`src/rtl/flag_unit_if.sv`:
```
// Bundle between the ALU/control side and the flag unit: flag update,
// direct load, stack control, condition query and the resulting status.
interface flag_unit_if #(
    parameter int FLAG_W = 4
);
    logic [FLAG_W-1:0] alu_flags;
    logic              flag_we;
    logic [FLAG_W-1:0] flag_mask;
    logic              fr_load;
    logic [FLAG_W-1:0] fr_wdata;
    logic              push;
    logic              pop;
    logic              err_clr;
    logic [3:0]        cond;
    logic [FLAG_W-1:0] fr;
    logic              cond_true;
    logic              stack_full;
    logic              stack_empty;
    logic              stack_err;

    modport master (
        output alu_flags, flag_we, flag_mask, fr_load, fr_wdata,
               push, pop, err_clr, cond,
        input  fr, cond_true, stack_full, stack_empty, stack_err
    );

    modport slave (
        input  alu_flags, flag_we, flag_mask, fr_load, fr_wdata,
               push, pop, err_clr, cond,
        output fr, cond_true, stack_full, stack_empty, stack_err
    );
endinterface

```
`src/rtl/flag_unit.sv`:
```
// Architectural flag register {N,Z,C,V} with masked ALU update, a small
// save/restore LIFO for interrupts and PUSHF/POPF, and branch condition decode.
module flag_unit #(
    parameter int FLAG_W      = 4,
    parameter int STACK_DEPTH = 4
) (
    input logic        clk,
    input logic        rst,
    flag_unit_if.slave bus
);
    localparam int AW = $clog2(STACK_DEPTH);
    localparam int CW = $clog2(STACK_DEPTH + 1);

    logic [FLAG_W-1:0] fr_reg, fr_next;
    logic [CW-1:0]     count_reg, count_next;
    logic              err_reg, err_next;
    logic [FLAG_W-1:0] stack_mem [STACK_DEPTH];

    logic [FLAG_W-1:0] masked_fr;
    logic [FLAG_W-1:0] top_val;
    logic [AW-1:0]     top_idx;
    logic [AW-1:0]     wr_idx;
    logic              is_full, is_empty;
    logic              do_push, do_pop, do_swap, stack_we, err_set;

    genvar gi;
    generate
        for (gi = 0; gi < FLAG_W; gi++) begin : g_mask
            assign masked_fr[gi] = bus.flag_mask[gi] ? bus.alu_flags[gi] : fr_reg[gi];
        end
    endgenerate

    assign is_full  = (count_reg == CW'(STACK_DEPTH));
    assign is_empty = (count_reg == '0);
    assign top_idx  = AW'(count_reg - CW'(1));
    assign top_val  = stack_mem[top_idx];

    // Push+pop on an empty stack degrades to a plain push; the ignored pop flags an error.
    always_comb begin
        do_swap  = bus.push && bus.pop && !is_empty;
        do_pop   = bus.pop && !bus.push && !is_empty;
        do_push  = bus.push && ((!bus.pop && !is_full) || (bus.pop && is_empty));
        err_set  = (bus.push && !bus.pop && is_full) || (bus.pop && is_empty);
        stack_we = do_push || do_swap;
        wr_idx   = do_swap ? top_idx : AW'(count_reg);
    end

    always_comb begin
        fr_next = fr_reg;
        if (do_pop || do_swap) begin
            fr_next = top_val;
        end else if (bus.fr_load) begin
            fr_next = bus.fr_wdata;
        end else if (bus.flag_we) begin
            fr_next = masked_fr;
        end
    end

    always_comb begin
        count_next = count_reg;
        if (do_push) begin
            count_next = count_reg + CW'(1);
        end else if (do_pop) begin
            count_next = count_reg - CW'(1);
        end
    end

    assign err_next = err_set ? 1'b1 : (bus.err_clr ? 1'b0 : err_reg);

    always_ff @(posedge clk or posedge rst) begin
        if (rst) begin
            fr_reg    <= '0;
            count_reg <= '0;
            err_reg   <= 1'b0;
        end else begin
            fr_reg    <= fr_next;
            count_reg <= count_next;
            err_reg   <= err_next;
        end
    end

    // Storage holds the pre-update FR; contents are meaningless after reset.
    always_ff @(posedge clk) begin
        if (stack_we) begin
            stack_mem[wr_idx] <= fr_reg;
        end
    end

    logic flag_n, flag_z, flag_c, flag_v;
    logic cond_val;

    assign flag_n = fr_reg[3];
    assign flag_z = fr_reg[2];
    assign flag_c = fr_reg[1];
    assign flag_v = fr_reg[0];

    always_comb begin
        cond_val = 1'b0;
        case (bus.cond)
            4'h0: cond_val = 1'b1;
            4'h1: cond_val = flag_z;
            4'h2: cond_val = !flag_z;
            4'h3: cond_val = flag_c;
            4'h4: cond_val = !flag_c;
            4'h5: cond_val = flag_n;
            4'h6: cond_val = !flag_n;
            4'h7: cond_val = flag_v;
            4'h8: cond_val = !flag_v;
            4'h9: cond_val = !flag_c && !flag_z;
            4'hA: cond_val = flag_c || flag_z;
            4'hB: cond_val = (flag_n == flag_v);
            4'hC: cond_val = (flag_n != flag_v);
            4'hD: cond_val = !flag_z && (flag_n == flag_v);
            4'hE: cond_val = flag_z || (flag_n != flag_v);
            default: cond_val = 1'b0;
        endcase
    end

    assign bus.fr          = fr_reg;
    assign bus.cond_true   = cond_val;
    assign bus.stack_full  = is_full;
    assign bus.stack_empty = is_empty;
    assign bus.stack_err   = err_reg;
endmodule

```
`src/flat_wrapper.sv`:
```
// flat-port wrapper written by rule: the top's interface ports become plain ports
module flag_unit_flat 
#(
    parameter int FLAG_W      = 4,
    parameter int STACK_DEPTH = 4
)
  (clk, rst, bus_alu_flags, bus_flag_we, bus_flag_mask, bus_fr_load, bus_fr_wdata, bus_push, bus_pop, bus_err_clr, bus_cond, bus_fr, bus_cond_true, bus_stack_full, bus_stack_empty, bus_stack_err);
  flag_unit_if #(.FLAG_W(FLAG_W)) bus_i ();
  input logic clk;
  input logic rst;
  input wire logic [$bits(bus_i.alu_flags)-1:0] bus_alu_flags;
  input wire logic [$bits(bus_i.flag_we)-1:0] bus_flag_we;
  input wire logic [$bits(bus_i.flag_mask)-1:0] bus_flag_mask;
  input wire logic [$bits(bus_i.fr_load)-1:0] bus_fr_load;
  input wire logic [$bits(bus_i.fr_wdata)-1:0] bus_fr_wdata;
  input wire logic [$bits(bus_i.push)-1:0] bus_push;
  input wire logic [$bits(bus_i.pop)-1:0] bus_pop;
  input wire logic [$bits(bus_i.err_clr)-1:0] bus_err_clr;
  input wire logic [$bits(bus_i.cond)-1:0] bus_cond;
  output wire logic [$bits(bus_i.fr)-1:0] bus_fr;
  output wire logic [$bits(bus_i.cond_true)-1:0] bus_cond_true;
  output wire logic [$bits(bus_i.stack_full)-1:0] bus_stack_full;
  output wire logic [$bits(bus_i.stack_empty)-1:0] bus_stack_empty;
  output wire logic [$bits(bus_i.stack_err)-1:0] bus_stack_err;
  assign bus_i.alu_flags = bus_alu_flags;
  assign bus_i.flag_we = bus_flag_we;
  assign bus_i.flag_mask = bus_flag_mask;
  assign bus_i.fr_load = bus_fr_load;
  assign bus_i.fr_wdata = bus_fr_wdata;
  assign bus_i.push = bus_push;
  assign bus_i.pop = bus_pop;
  assign bus_i.err_clr = bus_err_clr;
  assign bus_i.cond = bus_cond;
  assign bus_fr = bus_i.fr;
  assign bus_cond_true = bus_i.cond_true;
  assign bus_stack_full = bus_i.stack_full;
  assign bus_stack_empty = bus_i.stack_empty;
  assign bus_stack_err = bus_i.stack_err;
  flag_unit #(.FLAG_W(FLAG_W), .STACK_DEPTH(STACK_DEPTH)) u_core (.clk(clk), .rst(rst), .bus(bus_i));
endmodule
```
`config.mk`:
```
export PLATFORM = sky130hd
export DESIGN_NAME = flag_unit_flat
export DESIGN_NICKNAME = d
export VERILOG_FILES = /design/src/rtl/flag_unit_if.sv /design/src/rtl/flag_unit.sv /design/src/flat_wrapper.sv
export SDC_FILE = /design/constraint.sdc
export NUM_CORES = 1
export LEC_CHECK = 0
export CORE_MARGIN = 1.5
export CORE_UTILIZATION = 50
export DETAILED_ROUTE_END_ITERATION = 16
export PLACE_DENSITY = 0.86
export SYNTH_ARGS = -nofsm -noshare
export SYNTH_HDL_FRONTEND = slang
export SYNTH_SLANG_ARGS = --single-unit
```
`constraint.sdc`:
```
create_clock -name clk -period 2.35 [get_ports clk]
set_input_delay 0.235 -clock clk [delete_from_list [all_inputs] [get_ports clk]]
set_output_delay 0.235 -clock clk [all_outputs]
set_load 0.005 [all_outputs]
```
==> results of run 1 <==
## area by class of cell
cell class | count | area, um2
multi-input cells | 92 | 698
flip-flops and latches | 24 | 682
clock buffers | 3 | 22.5
inverters | 10 | 37.5
repair buffers | 44 | 403
fillers | 205 | 870
clock inverters | 1 | 30.0
well taps | 31 | 38.8
## placed cells by master, fill, tap and decap left out, drive strengths merged, types with 3 or more instances in the layout
master,count
clkdlybuf4s50,28
mux2,5
mux4,4
edfxtp,16
dfrtp,8
o211ai,4
a211oi,5
nor3,4
nand2b,3
clkbuf,3
xnor2,4
inv,10
a31oi,3
ha,3
buf,14
o21ai,11
nand2,12
nor2,8
mux2i,6
## critical path, cell delays in order, from the launching register on
cell	delay [ps]
dfrtp_1	500
inv_1	150
ha_1	170
nor2b_1	160
buf_4	160
clkdlybuf4s50_1	490
## repair_timing
item,CTS,global route
endpoints found under the setup margin,1,0
setup buffers,2,0
gates resized for setup,3,0
## power by group through the flow
stage	logic, uW	clock network, uW	registers (uW)
floorplan	742	0	763
global placement	1070	0	805
detailed placement	1100	0	813
CTS	1140	304	791
global route	1240	326	815
finish	1140	302	794
## path summary, 6_finish.rpt
| path | from | to | slack (ps) |
|---|---|---|---|
| worst max-delay path | u_core.count_reg[1] | bus_stack_empty | 150 |
| worst min-delay path | rst | u_core.bus.stack_err | 140 |
| worst max register to register | u_core.count_reg[1] | u_core.stack_mem[1][2] | 170 |
| worst min register to register | u_core.bus.stack_err | u_core.bus.stack_err | 550 |
| max in group asynchronous | rst | u_core.bus.fr[0] | 1970 |
| min in group clk | bus_err_clr | u_core.bus.stack_err | 460 |
## routing by layer
| layer | up-vias | part of all wire | track usage | wire, um |
|---|---|---|---|---|
| met3 | 8 | 0.050 | 0.0272 | 166 |
| met2 | 47 | 0.51 | 0.359 | 1710 |
| met1 | 595 | 0.41 | 0.279 | 1380 |
| met4 | 0 | 0.024 | 0.103 | 80 |
| met5 | - | 0 | 0 | 0 |
| li1 | 577 | - | - | - |
## metrics by stage
stage	area, um2	util	instances	TNS [ps]	setup slack (ps)
detailed placement	1850	0.664	199	-3.77	-3.77
finish	1910	0.687	205	0	148
floorplan	1480	-	138	0	194
CTS	1910	0.687	205	0	157
global placement	1850	0.664	199	0	34.1
global route	1910	0.687	205	0	12.4
## cell families (layout without fill, tap and decap cells)
family / Yosys count / count (layout) / share of synthesized area
buffers and inverters: 22 / 58 / 0.0708
XOR/XNOR: 4 / 4 / 0.0236
AO/OA/AOI/OAI: 32 / 32 / 0.149
AND/OR/NAND/NOR: 37 / 37 / 0.126
multiplexers: 15 / 15 / 0.139
flip-flops: 24 / 24 / 0.459
adder cells (fa/ha/maj): 4 / 4 / 0.0329
==> summary.md, run 1 <==
| Metric | Value |
|---|---|
| Final Hold Fails | `0` |
| Initial Utilization | `0.534` |
| Main synth FF type | `edfxtp_1` |
| Pwr Total | `2230 uW` |
| Avg Cell Area, Syn | `10.8 um2` |
| Row count | `19` |
| Drt total wl | `3.34 mm` |
| Syn. warnings | `0` |
| Fin. max-slew vios | `0` |
| Vias in the first global route | `1168` |
| P_int | `1440 uW` |
| Clock sink total | `24` |
| GRT Overall Usage | `0.216` |
| Area of the core | `2780 um2` |
| Max FFs per register | `16` |
| Post-synth EDFFs | `16` |
| DRC | `0` |
| Syn-to-layout area delta | `28.8%` |
| Full die area | `3300 um2` |
| Sw Ratio | `0.356` |
| First-pass GRT wire length | `5.38 mm` |
| Routed length per instance | `16.3 um` |
| CTS tree | `done` |
| Syn_nets | `164` |
| IO Count | `31` |
| DRT antenna net count | `0` |
| Leakage power | `0.000750 uW` |
| Maximum number of pins on one net before global-route repair | `15` |
| Crit Path Max Fanout | `9` |
| Setup Skew | `1.83 ps` |
| Crit start category | `flop` |
| Netlist cell types | `38` |
| Total CTS buffers | `3` |
| Synth area leaders | `edfxtp_1 32%, dfrtp_1 13%, mux4_2 6.1%` |
| CP endpoint kind | `primary output` |
| # setup viols final | `0` |
| Min Tclk post-route | `2200 ps` |
| Max-cap violation count | `0` |
| Post-synth ARST share | `0.333` |
| Max VDD drop | `0.000855 V` |
| Cell area power density | `1170 nW/um2` |
| Post-CTS Hold Buffers | `0` |
| Die height | `57.5 um` |
| Final #Nets | `201` |
| Flops & latches, synth | `24` |
| Status | `finished, final reports clean` |
| Worst EP arrival | `1970 ps` |
| Cells on worst reg2reg path | `6` |
| N_diodes | `0` |
| Slew margin rel. | `0.702` |
| Crit Path Category | `flop to primary output` |
| Synth Instances | `138` |
| Root buf cell | `clkbuf_4` |
| Pre-antenna DRT Iters | `4` |
| Final Cycle Share | `0.937` |
| Max Fclk | `454 MHz` |
| Share of cells above drive strength 1 | `0.184` |
| I/O Buffers | `30` |
| 1st-iter DRT viols | `146` |
| Post-synth top area share | `0.324` |
| Seq/Total Area, Yosys | `0.459` |
| Comb pwr share | `0.510` |
| Vias per inst | `5.99` |
| Sequential power share | `0.355` |
| Clk pwr share | `0.135` |
| Worst Path Required | `2120 ps` |
| Global route overflow | `0` |
| Slew of the pin with the lowest slew margin | `445 ps` |
| Cell taking the most area after synthesis | `edfxtp_1` |
| Hold Path Class | `input port to async pin` |
| Mapped cell area | `1480 um2` |
| Initial antenna violation count | `0` |
| Final hold slack | `136 ps` |
| CTS max path bufs | `2` |
| H-tree Lvls | `1` |
| Net switching power | `796 uW` |
| Routed vias | `1227` |
| Final RePlAce weighted congestion | `0.908` |
| Commonest cells in the synthesized netlist | `16 x edfxtp_1, 12 x nand2_1, 10 x o21ai_0, 9 x inv_1` |
| HPWL Detailed | `2.46 mm` |
| RSZ-0062 raised after global routing | `no` |
| Die X | `57.5 um` |
| Clk slew on worst S/H paths | `130 ps` |
| Most frequent cell after synthesis | `edfxtp_1` |
| Clk_lat worst skew | `320 ps` |
No activity file was read; power rests on OpenSTA's default activity.
==> inputs of run 2 (changes only) <==
--- a/config.mk
+++ b/config.mk
@@ -5,9 +5,11 @@
 export SDC_FILE = /design/constraint.sdc
 export NUM_CORES = 1
 export LEC_CHECK = 0
+export CORE_ASPECT_RATIO = 0.6
 export CORE_MARGIN = 1.5
 export CORE_UTILIZATION = 50
 export DETAILED_ROUTE_END_ITERATION = 16
+export HOLD_SLACK_MARGIN = 0.02
 export PLACE_DENSITY = 0.86
 export SYNTH_ARGS = -nofsm -noshare
 export SYNTH_HDL_FRONTEND = slang
==> run 2 against run 1 <==
Wire length up 3.8%. Clock power increased by 19%. Count of clock-buffer cells in the layout did not move. Non-clock buffer count down 3. First-iteration DRC count rose by 5.5%. Sequential share of layout area shrank 0.55 points. Maximum frequency is 1.9% lower. Largest power group unchanged.
==> summary.md, run 2 (synthesis gave the netlist of run 1 again) <==
| Metric | Value |
|---|---|
| Crit Path Category | `flop to primary output` |
| Met3 wire length | `325 um (+96%)` |
| Syn-to-layout area delta | `30.9%` |
| Root buf cell | `clkbuf_8` |
| CTS tree | `done` |
| Setup Skew | `3.31 ps (+1.48 ps)` |
| Final Cycle Share | `0.955 (+0.0185)` |
| RR Startpoint | `u_core.count_reg[0]` |
| Util after Layout | `0.681 (-0.00666)` |
| Setup Fix Bufs, Post-CTS | `0 (-2)` |
| Sw Ratio | `0.357 (+0.000997)` |
| Top sig layer | `met4` |
| Sequential power share | `0.334 (-0.021)` |
| Routed length per instance | `16.3 um (-0.12%)` |
| Share of cells above drive strength 1 | `0.181 (-0.00262)` |
| Max-cap violation count | `0 (unchanged)` |
| Initial Utilization | `0.520 (-0.0133)` |
| Global route overflow | `0 (unchanged)` |
| Most frequent cells in the layout | `27 x clkdlybuf4s50_1, 16 x edfxtp_1, 12 x nand2_1, 11 x buf_4, 10 x o21ai_0` |
| Final Hold Fails | `0 (unchanged)` |
| Status | `finished, final reports clean` |
| Worst Path Required | `2120 ps (about the same)` |
| Full die area | `3310 um2 (+0.34%)` |
| Clk_lat worst skew | `270 ps (-50 ps)` |
| DP Area | `1850 um2 (+0.34%)` |
| Cells on worst reg2reg path | `6 (unchanged)` |
| 1st-iter DRT viols | `154 (+5.5%)` |
| Clk slew on worst S/H paths | `80 ps (-50 ps)` |
| H-tree Lvls | `1 (unchanged)` |
| Final #Nets | `198 (-1.5%)` |
| DRT antenna net count | `0 (unchanged)` |
| Finished Cell Area | `1940 um2 (+1.6%)` |
| Worst-path cell chain | `mux2_2, a211oi_2, a31oi_1, o32a_1, clkdlybuf4s50_1` |
| CP startpoint | `u_core.bus.fr[2]` |
| P_int | `1500 uW (+4.2%)` |
| Clk pwr share | `0.154 (+0.019)` |
| Worst reg-to-reg setup slack | `240 ps (+70 ps)` |
| Min Tclk post-route | `2250 ps (+43.4 ps)` |
| GRT Overall Usage | `0.224 (+0.00874)` |
| FILL cells | `203 (-0.98%)` |
| IO Count | `31 (unchanged)` |
| Pre-antenna DRT Iters | `4 (unchanged)` |
| Placed Cells | `209 (+5.0%)` |
| Leakage power | `0.000761 uW (+1.5%)` |
| Vias in the first global route | `1123 (-3.9%)` |
| Routed vias | `1196 (-2.5%)` |
| Wire length on met1 | `1.58 mm (+14%)` |
| WL met2 | `1.54 mm (-10%)` |
| Final hold slack | `207 ps (+71.2 ps)` |
| Max FFs per register | `16 (unchanged)` |
| Die X | `73.3 um (+28%)` |
| Initial antenna violation count | `0 (unchanged)` |
| Fin. max-slew vios | `0 (unchanged)` |
| Row count | `15 (-4)` |
| Total CTS buffers | `3 (unchanged)` |
| # setup viols final | `0 (unchanged)` |
| Max Fclk | `445 MHz (-1.9%)` |
| Net switching power | `833 uW (+4.6%)` |
| Maximum number of pins on one net before global-route repair | `15 (unchanged)` |
| N_diodes | `0 (unchanged)` |
| Pwr Total | `2330 uW (+4.4%)` |
| Worst EP arrival | `2010 ps (+40 ps)` |
| I/O Buffers | `30 (unchanged)` |
| Crit Path Max Fanout | `2 (-7)` |
| Non-Filler Instances | `213 (+3.9%)` |
| CTS max path bufs | `2 (unchanged)` |
| Post-CTS Hold Buffers | `0 (unchanged)` |
| RSZ-0062 raised after global routing | `no` |
| Vias per inst | `5.62 (-6.2%)` |
| DRC | `0 (unchanged)` |
| Slew margin rel. | `0.697 (-0.00537)` |
| First-pass GRT wire length | `5.38 mm (+0.13%)` |
| Reg-to-reg endpoint | `u_core.stack_mem[0][2]` |
| Max VDD drop | `0.000578 V (-32%)` |
| Slew of the pin with the lowest slew margin | `453 ps (+8.03 ps)` |
| Commonest non-fill, non-tap cell in the layout | `clkdlybuf4s50_1` |
| Area of the core | `2850 um2 (+2.6%)` |
| Comb pwr share | `0.512 (+0.002)` |
| CP max-delay cell | `clkdlybuf4s50_1` |
| Drt total wl | `3.46 mm (+3.8%)` |
| Cell area power density | `1200 nW/um2 (+2.7%)` |
| CP endpoint kind | `primary output` |
| HPWL Detailed | `2.60 mm (+5.7%)` |
| Final RePlAce weighted congestion | `0.790 (-13%)` |
| Clock sink total | `24 (unchanged)` |
| Largest stage delay on the critical path | `440 ps (-60 ps)` |
| Hold Path Class | `input port to async pin` |
| Die height | `45.2 um (-21%)` |
| Cts repair resizes | `1 (-2)` |
| Crit start category | `flop` |
[run 2: cell types whose count changed in the layout (fill, tap and decap cells not counted), moves of 2 or more]
| cell | before | now |
|---|---|---|
| clkbuf_4 | 3 | 0 |
| clkbuf_8 | 0 | 3 |
| buf_4 | 14 | 11 |
| dlymetal6s2s_1 | 0 | 2 |
[run 2: worst max path at each step]
| stage | endpoint | slack (ps) | cells past startpoint |
|---|---|---|---|
| 2_1_floorplan | u_core.stack_mem[0][0] | 190 | 9 |
| 3_3_place_gp | bus_cond_true | 10 | 6 |
| 3_5_place_dp | bus_cond_true | -40 | 6 |
| 4_1_cts | bus_cond_true | 6 | 7 |
| 5_1_grt | bus_stack_empty | 30 | 4 |
| 6_report | bus_cond_true | 100 | 5 |
[run 2: metal layers]
metal / track usage / vias to the layer above
met1: 0.325 / 567
met2: 0.347 / 54
li1: - / 571
met4: 0.0444 / 0
met5: 0 / -
met3: 0.0580 / 4
[run 2: through the flow]
stage	TNS [ps]	setup slack (ps)
global placement	0	14.6
floorplan	0	194
global route	0	29.8
detailed placement	-38.7	-38.7
CTS	0	6.19
finish	0	105
[run 2: power by group through the flow]
stage          Sequential (uW)  Clock [uW]  Combinational (uW)
3_3_place_gp               771           0                1100
3_5_place_dp               779           0                1160
4_1_cts                    773         359                1180
6_report                   780         359                1190
2_1_floorplan              763           0                 742
5_1_grt                    799         371                1300
[run 2: cell type report]
class	instances	area [um2]	share of cell area
multi-input cells	92	712	0.367
clock inverters	1	30.0	0.0155
repair buffers	41	387	0.199
inverters	10	37.5	0.0193
clock buffers	3	41.3	0.0213
well taps	42	52.6	0.0271
flip-flops and latches	24	682	0.351
[run 2: worst max-delay path, delay by kind of cell, from the launching register on]
family	cells	cell delay [ps]
muxes	1	340
DFF	1	370
AOI/OAI and AO/OA	3	590
buffers and inverters	1	440
==> inputs of run 3 (changes only) <==
--- a/config.mk
+++ b/config.mk
@@ -11,6 +11,7 @@
 export DETAILED_ROUTE_END_ITERATION = 16
 export HOLD_SLACK_MARGIN = 0.02
 export PLACE_DENSITY = 0.86
+export SLEW_MARGIN = 10
 export SYNTH_ARGS = -nofsm -noshare
 export SYNTH_HDL_FRONTEND = slang
 export SYNTH_SLANG_ARGS = --single-unit
==> results of run 3 <==
Same layout as run 2: the final DEF is identical, and so are final timing and power.
